<file path="src/rtl/uart_tx_fsm_ctrl_if.sv">
// ---------------------------------------------------------------------------
// uart_tx_fsm_ctrl_if
// Groups the signals between the UART frame controller, its upstream word
// source and the downstream serializer.
//   Upstream -> ctrl : Data_Valid, P_Data, PAR_EN, PAR_TYP
//   Serializer -> ctrl : Ser_Data, Ser_Done
//   ctrl -> serializer : Ser_En, Ser_Load, P_Data_Out
//   ctrl -> line/status : TX_OUT, Busy, Frame_Err
// slave  : view taken by the frame controller
// master : view taken by the environment (upstream + serializer + line)
// ---------------------------------------------------------------------------
interface uart_tx_fsm_ctrl_if #(
    parameter int DATA_WIDTH = 8
);
    logic                  Data_Valid;
    logic [DATA_WIDTH-1:0] P_Data;
    logic                  PAR_EN;
    logic                  PAR_TYP;
    logic                  Ser_Data;
    logic                  Ser_Done;
    logic                  Ser_En;
    logic                  Ser_Load;
    logic [DATA_WIDTH-1:0] P_Data_Out;
    logic                  TX_OUT;
    logic                  Busy;
    logic                  Frame_Err;

    modport slave (
        input  Data_Valid, P_Data, PAR_EN, PAR_TYP, Ser_Data, Ser_Done,
        output Ser_En, Ser_Load, P_Data_Out, TX_OUT, Busy, Frame_Err
    );

    modport master (
        output Data_Valid, P_Data, PAR_EN, PAR_TYP, Ser_Data, Ser_Done,
        input  Ser_En, Ser_Load, P_Data_Out, TX_OUT, Busy, Frame_Err
    );
endinterface

</file>
<file path="src/rtl/uart_tx_fsm_ctrl.sv">
// ---------------------------------------------------------------------------
// uart_tx_fsm_ctrl
// Frame controller for the UART transmitter. Accepts a parallel word, drives
// the serializer (load/enable) and muxes start, data, parity and stop bits
// onto TX_OUT. A DATA phase that never sees Ser_Done is aborted after
// DONE_TMO cycles with a one-cycle Frame_Err pulse.
// Ports:
//   clk  : transmit clock, one bit per cycle
//   RST  : asynchronous active-low reset
//   bus  : uart_tx_fsm_ctrl_if.slave (handshake, serializer and line signals)
//
// state  | meaning
// -------+-----------------------------------------------------------------
// IDLE   | line high, waiting for Data_Valid; word/config latched on accept
// START  | start bit (0), serializer load pulse, timeout counter cleared
// DATA   | serializer enabled, line follows Ser_Data, timeout counting
// PARITY | latched parity bit on the line
// STOP   | stop bit (1), then back to IDLE
// ---------------------------------------------------------------------------
module uart_tx_fsm_ctrl #(
    parameter int DATA_WIDTH = 8,
    parameter int DONE_TMO   = 10
) (
    input logic                clk,
    input logic                RST,
    uart_tx_fsm_ctrl_if.slave  bus
);
    localparam logic [2:0] S_IDLE   = 3'd0;
    localparam logic [2:0] S_START  = 3'd1;
    localparam logic [2:0] S_DATA   = 3'd2;
    localparam logic [2:0] S_PARITY = 3'd3;
    localparam logic [2:0] S_STOP   = 3'd4;

    localparam int              CNT_W    = (DONE_TMO > 1) ? $clog2(DONE_TMO) : 1;
    localparam logic [CNT_W-1:0] TMO_LAST = CNT_W'(DONE_TMO - 1);

    logic [2:0]            state_q, state_d;
    logic [DATA_WIDTH-1:0] data_q, data_d;
    logic                  par_en_q, par_en_d;
    logic                  parity_q, parity_d;
    logic [CNT_W-1:0]      cnt_q, cnt_d;

    logic                  timeout;

    // Ser_Done has priority over the timeout when both land in one cycle.
    assign timeout = (state_q == S_DATA) && (cnt_q == TMO_LAST) && !bus.Ser_Done;

    always_comb begin
        state_d  = state_q;
        data_d   = data_q;
        par_en_d = par_en_q;
        parity_d = parity_q;
        cnt_d    = cnt_q;
        case (state_q)
            S_IDLE: begin
                if (bus.Data_Valid) begin
                    data_d   = bus.P_Data;
                    par_en_d = bus.PAR_EN;
                    // PAR_TYP folded in here so only one parity bit is kept
                    parity_d = (^bus.P_Data) ^ bus.PAR_TYP;
                    state_d  = S_START;
                end
            end
            S_START: begin
                cnt_d   = '0;
                state_d = S_DATA;
            end
            S_DATA: begin
                cnt_d = cnt_q + CNT_W'(1);
                if (bus.Ser_Done) begin
                    state_d = par_en_q ? S_PARITY : S_STOP;
                end else if (timeout) begin
                    state_d = S_STOP;
                end
            end
            S_PARITY: state_d = S_STOP;
            S_STOP:   state_d = S_IDLE;
            default:  state_d = S_IDLE;
        endcase
    end

    always_ff @(posedge clk or negedge RST) begin
        if (!RST) begin
            state_q  <= S_IDLE;
            data_q   <= '0;
            par_en_q <= 1'b0;
            parity_q <= 1'b0;
            cnt_q    <= '0;
        end else begin
            state_q  <= state_d;
            data_q   <= data_d;
            par_en_q <= par_en_d;
            parity_q <= parity_d;
            cnt_q    <= cnt_d;
        end
    end

    always_comb begin
        bus.TX_OUT   = 1'b1;
        bus.Busy     = 1'b1;
        bus.Ser_En   = 1'b0;
        bus.Ser_Load = 1'b0;
        case (state_q)
            S_IDLE:   bus.Busy = 1'b0;
            S_START: begin
                bus.TX_OUT   = 1'b0;
                bus.Ser_Load = 1'b1;
            end
            S_DATA: begin
                bus.TX_OUT = bus.Ser_Data;
                bus.Ser_En = 1'b1;
            end
            S_PARITY: bus.TX_OUT = parity_q;
            S_STOP:   bus.TX_OUT = 1'b1;
            default: begin
                bus.TX_OUT = 1'b1;
                bus.Busy   = 1'b0;
            end
        endcase
    end

    assign bus.Frame_Err  = timeout;
    assign bus.P_Data_Out = data_q;

endmodule

</file>
<file path="src/flat_wrapper.sv">
// flat-port wrapper written by rule: the top's interface ports become plain ports
module uart_tx_fsm_ctrl_flat 
#(
    parameter int DATA_WIDTH = 8,
    parameter int DONE_TMO   = 10
)
  (clk, RST, bus_Data_Valid, bus_P_Data, bus_PAR_EN, bus_PAR_TYP, bus_Ser_Data, bus_Ser_Done, bus_Ser_En, bus_Ser_Load, bus_P_Data_Out, bus_TX_OUT, bus_Busy, bus_Frame_Err);
  uart_tx_fsm_ctrl_if #(.DATA_WIDTH(DATA_WIDTH)) bus_i ();
  input logic clk;
  input logic RST;
  input wire logic [$bits(bus_i.Data_Valid)-1:0] bus_Data_Valid;
  input wire logic [$bits(bus_i.P_Data)-1:0] bus_P_Data;
  input wire logic [$bits(bus_i.PAR_EN)-1:0] bus_PAR_EN;
  input wire logic [$bits(bus_i.PAR_TYP)-1:0] bus_PAR_TYP;
  input wire logic [$bits(bus_i.Ser_Data)-1:0] bus_Ser_Data;
  input wire logic [$bits(bus_i.Ser_Done)-1:0] bus_Ser_Done;
  output wire logic [$bits(bus_i.Ser_En)-1:0] bus_Ser_En;
  output wire logic [$bits(bus_i.Ser_Load)-1:0] bus_Ser_Load;
  output wire logic [$bits(bus_i.P_Data_Out)-1:0] bus_P_Data_Out;
  output wire logic [$bits(bus_i.TX_OUT)-1:0] bus_TX_OUT;
  output wire logic [$bits(bus_i.Busy)-1:0] bus_Busy;
  output wire logic [$bits(bus_i.Frame_Err)-1:0] bus_Frame_Err;
  assign bus_i.Data_Valid = bus_Data_Valid;
  assign bus_i.P_Data = bus_P_Data;
  assign bus_i.PAR_EN = bus_PAR_EN;
  assign bus_i.PAR_TYP = bus_PAR_TYP;
  assign bus_i.Ser_Data = bus_Ser_Data;
  assign bus_i.Ser_Done = bus_Ser_Done;
  assign bus_Ser_En = bus_i.Ser_En;
  assign bus_Ser_Load = bus_i.Ser_Load;
  assign bus_P_Data_Out = bus_i.P_Data_Out;
  assign bus_TX_OUT = bus_i.TX_OUT;
  assign bus_Busy = bus_i.Busy;
  assign bus_Frame_Err = bus_i.Frame_Err;
  uart_tx_fsm_ctrl #(.DATA_WIDTH(DATA_WIDTH), .DONE_TMO(DONE_TMO)) u_core (.clk(clk), .RST(RST), .bus(bus_i));
endmodule
</file>
<file path="config.mk">
export PLATFORM = sky130hd
export DESIGN_NAME = uart_tx_fsm_ctrl_flat
export DESIGN_NICKNAME = d
export VERILOG_FILES = /design/src/rtl/uart_tx_fsm_ctrl_if.sv /design/src/rtl/uart_tx_fsm_ctrl.sv /design/src/flat_wrapper.sv
export SDC_FILE = /design/constraint.sdc
export NUM_CORES = 1
export LEC_CHECK = 0
export BUFFER_PORTS_ARGS = -buffer_cell sky130_fd_sc_hd__buf_2
export CAP_MARGIN = 20
export CORE_UTILIZATION = 52
export DETAILED_ROUTE_END_ITERATION = 8
export GPL_TIMING_DRIVEN = 0
export PLACE_DENSITY_LB_ADDON = 0.08
export SYNTH_ARGS = -nofsm -noshare
export SYNTH_HDL_FRONTEND = slang
export SYNTH_SLANG_ARGS = --single-unit
</file>
<file path="constraint.sdc">
create_clock -name clk -period 3.18 [get_ports clk]
set_input_delay 0.159 -clock clk [delete_from_list [all_inputs] [get_ports clk]]
set_output_delay 0.159 -clock clk [all_outputs]
set_load 0.01 [all_outputs]
</file>
### Word-level counts from Yosys, hierarchy flattened

Cells that the tools add are included.
Widths: inputs -> output; s select.

* bitwise gates (word level): 1
* eq/ne operators: 7
* reductions and logical operators: 9
* multiplexer cells: 10
* add/subtract/negate cells: 1

Operator list (count)
* $mux 3: 4
* $pmux 3 s4: 1
* $pmux 4 s2: 1
* $reduce_xor 8->1: 1
* $eq 3x2->1 const B: 2
* $add 4x1->4 const B: 1
* $eq 4x4->1 const B: 1
* $reduce_and 2->1: 2
* $reduce_or 4->1: 1
* $eq 3x1->1 const B: 1
* $eq 3x3->1 const B: 1
* $logic_not 3->1: 1
* $mux 1: 3
* $ne 3x3->1 const B: 1
* $pmux 1 s3: 1
* $logic_and 1x1->1: 2
* $ne 2x2->1 const B: 1
* $reduce_bool 2->1: 1
* $logic_not 1->1: 1
* $xor 1x1->1: 1

* register bits: 17
* logic and storage cells: 33
* input port bits: 15

### Longest topological paths before layout

* word-level depth: 6
* gate-level depth with buffers: 7
* depth with buffers taken out: 6

### Worst setup path before layout

OpenSTA, ideal clock, no wires.

* path type: reg2reg
* start: register u_core.state_q[1]
* end: register u_core.data_q[0], in the netlist u_core.bus.P_Data_Out[0]
* clock period less this slack: 1.349 ns
* setup time: 0.125 ns
* arrival time: 1.224 ns
* cell stages (with the launch flop): 6
* buffers on the path: 2
* path slack: 1.831 ns
* path through: dfrtp_1 > buf_2 > nor2b_1 > and2_1 > buf_4 > mux2_2

* cells in the longest elaborated chain, start to end: 2

RTL lines
* start: declaration: line uart_tx_fsm_ctrl.sv:37 `logic [2:0] state_q, state_d;`
* start signal: assignment: line uart_tx_fsm_ctrl.sv:90 `state_q <= state_d;`
* $logic_not 3->1: line uart_tx_fsm_ctrl.sv:54 `case (state_q)`
* $reduce_and 2->1 (no line)
* end signal: assignment: line uart_tx_fsm_ctrl.sv:91 `data_q <= data_d;`
* end: declaration: line uart_tx_fsm_ctrl.sv:38 `logic [DATA_WIDTH-1:0] data_q, data_d;`

No other way between the ends.
A chain may end at the register's enable or synchronous reset.

### Final worst setup path

* start: register u_core.state_q[1]
* end: output bus_Ser_Load

* cells in the longest elaborated chain, start to end: 2

RTL lines
* $eq 3x1->1: line uart_tx_fsm_ctrl.sv:103 `case (state_q)`
* $mux 1: line uart_tx_fsm_ctrl.sv:103
* end: declaration: line flat_wrapper.sv:18 `output wire logic [$bits(bus_i.Ser_Load)-1:0] bus_Ser_Load;`

No other way between the ends.

==> out/results.ini <==
[run_status]
status=complete, no violations

[detailed_routing]
drtPass1Iterations=4
finalWirelength_mm=1.50
top_layer=met4
drt_first_iter_violations=14
route.detailed.wl_per_inst_um=12.3
wl_met1_um=669
detailroute.wirelength.met3_um=62
met2RoutedLength_um=757
drc_violation_count_after_routing=0
avg_vias_per_cell=5.34
ant_nets=0
route.vias.total=651

[timing]
worst_pin_slew_ns=0.391
hold_viol_final=0
max_freq_mhz=613
worst_hold_check_slack_ns=0.103
final_max_slew_viol_count=0
final.setup_skew_ns=0.00165
rsz0062_at_grt=false
layout_setup_ws_ns=1.55
final_setup_vio_count=0
timing.final.crit_share_pct=51.3
period_minus_ws_final_ns=1.63
worst_slew_margin_rel_pct=73.9
setup_tns_ns=0

[grt]
overflow=0
grt_pass1_vias=600
grt_usage_pct=19.6
grt_start_max_net_pins=18
grt_antenna_before_repair=0
wire_length_of_the_first_global_routing_pass_mm=2.63

[placement]
place_congestion=0.692
port_buffers=27
dp_slack_ns=1.72
placed_cells=117
dpl_cell_area_um2=1000

[logic_synthesis]
synth.lib_cells_used.distinct=26
yosysSeqAreaShare_pct=50.4
synthesis.area_per_instance_um2=11.4
synth_area_um2=845
ys_warn_count=0
mappedNetlistNets=91
synth_seq_cells=17
synthesis.instances=74

[cells_and_area]
layout_common_cells=sky130_fd_sc_hd__buf_2, sky130_fd_sc_hd__dfrtp_1, sky130_fd_sc_hd__mux2_2
finalInstanceArea_mm2=0.00104
inserted_diodes=0
postLayoutCoreUtil_pct=68.8
layout.cells.most_common=sky130_fd_sc_hd__buf_2
layout.cells.non_filler=122
fillCellCount=132
layout.nets=124
post_route_cells_drive_above_1_share_pct=41.5
multi_input_comb_area_um2=390
regArea_um2=425
area.growth.synth_to_final_pct=22.7

[clock_network]
cts.reportedPaths.clkPinSlew_ns=0.10
cts_inserted_buffers=3
clock_sinks=17
cts_max_path_buffers=2
worstSkewPairLatency_ns=0.28
root_buffer=sky130_fd_sc_hd__clkbuf_4
postCtsSetupRepairBufs=0
h-tree-depth=1
tritoncts=done

[setup_path]
critical_path.max_fanout=9
crit_arrival_ns=1.47
worstSetupPathType=flop to output port
endpoint_kind=output port
worst-endpoint-required_ns=3.02
critPathLaunchType=flop

[floorplanning]
io_pins=28
fp.coreArea_mm2=0.00151
floorplan.die.width_um=42.3
initial_core_util_pct=56.1
chipHeight_um=42.3
row_count=14
die-area_mm2=0.00179

[power]
leak_pwr_nw=0.513
vdd_ir_drop_max_v=0.000503
power_per_cell_area_mw_per_mm2=897
totalPowerFinal_mw=0.929

[flow_run]
max_cap_violations=0

[hold_path]
timing.hold.worst.class=input pin to flop

==> worst max-delay path, stage by stage (launching register included) <==
cell and delay [ns]:
sky130_fd_sc_hd__dfrtp_1 0.36, sky130_fd_sc_hd__buf_2 0.17, sky130_fd_sc_hd__or3b_1 0.44, sky130_fd_sc_hd__inv_1 0.10
sky130_fd_sc_hd__buf_2 0.13
==> sequential cells by signal (all words and copies together) (netlist names) <==
signal                 cells
u_core.bus.P_Data_Out      8
u_core.parity_q            1
u_core.par_en_q            1
u_core.state_q             3
u_core.cnt_q               4
==> cell type report <==
class / instances / area share [%]
multi-input combinational: 51 / 37.7
timing repair buffer: 28 / 14.0
clock buffer: 4 / 2.54
buffer: 3 / 1.69
inverter: 3 / 1.09
sequential: 17 / 41.1
tap: 16 / 1.93
==> power by group <==
group	switching, mW	total, mW	leakage [nW]	internal, mW
registers	0.0614	0.377	0.210	0.315
clock network	0.0641	0.113	0.0150	0.0486
logic	0.214	0.440	0.288	0.226
total	0.340	0.929	0.513	0.590
==> layer usage <==
metal / GRT usage (%) / vias to the layer above
li1: - / 318
met1: 23.8 / 313
met2: 35.1 / 18
met3: 3.88 / 2
met4: 5.63 / 0
met5: 0 / -
==> worst paths after layout <==
kind	startpoint	end	slack (ns)	depth (start not counted)
worst max-delay path	u_core.state_q[1]	bus_Ser_Load	1.55	4
worst min-delay path	bus_PAR_EN	u_core.par_en_q	0.10	2
worst max register to register	u_core.state_q[1]	u_core.bus.P_Data_Out[7]	1.71	5
worst min register to register	u_core.bus.P_Data_Out[0]	u_core.bus.P_Data_Out[0]	0.51	1
max in group asynchronous	RST	u_core.cnt_q[2]	2.58	2
min in group asynchronous	RST	u_core.bus.P_Data_Out[6]	0.33	2
==> kinds of logic (layout without fill, tap and decap cells) <==
logic type	after synthesis	in the layout	share of synthesized area, %
buf+inv	6	38	3.41
xor+xnor	8	8	9.93
fa+ha+maj	2	2	2.96
simple gates	23	23	13.3
compound gates	7	7	5.04
flops	17	17	50.4
mux	11	11	15.0
==> synthesized netlist by cell type, drive strengths merged <==
cell type	number	share of area (%)
a31oi	1	0.74
and2	1	0.74
a311oi	1	1.0
xor2	1	1.0
nand4	1	0.74
buf	2	1.5
nor3	1	0.59
mux2i	1	1.2
nor2b	2	1.5
a22oi	1	0.89
nand3	3	1.8
mux2	10	14
nor2	7	3.1
dfrtp	17	50
ha	2	3.0
o21ai	4	2.4
nor3b	1	0.89
inv	3	1.3
or2	1	0.74
xnor3	1	2.7
xnor2	6	6.2
clkbuf	1	0.59
or3b	1	1.0
nand2	5	2.2
==> timing repair <==
| item | in CTS | in global routing |
|---|---|---|
| resized for setup | 0 | 0 |
| hold buffers | 1 | 0 |
| endpoints found under the hold margin | 17 | 0 |
No activity file was read; power rests on OpenSTA's default activity.
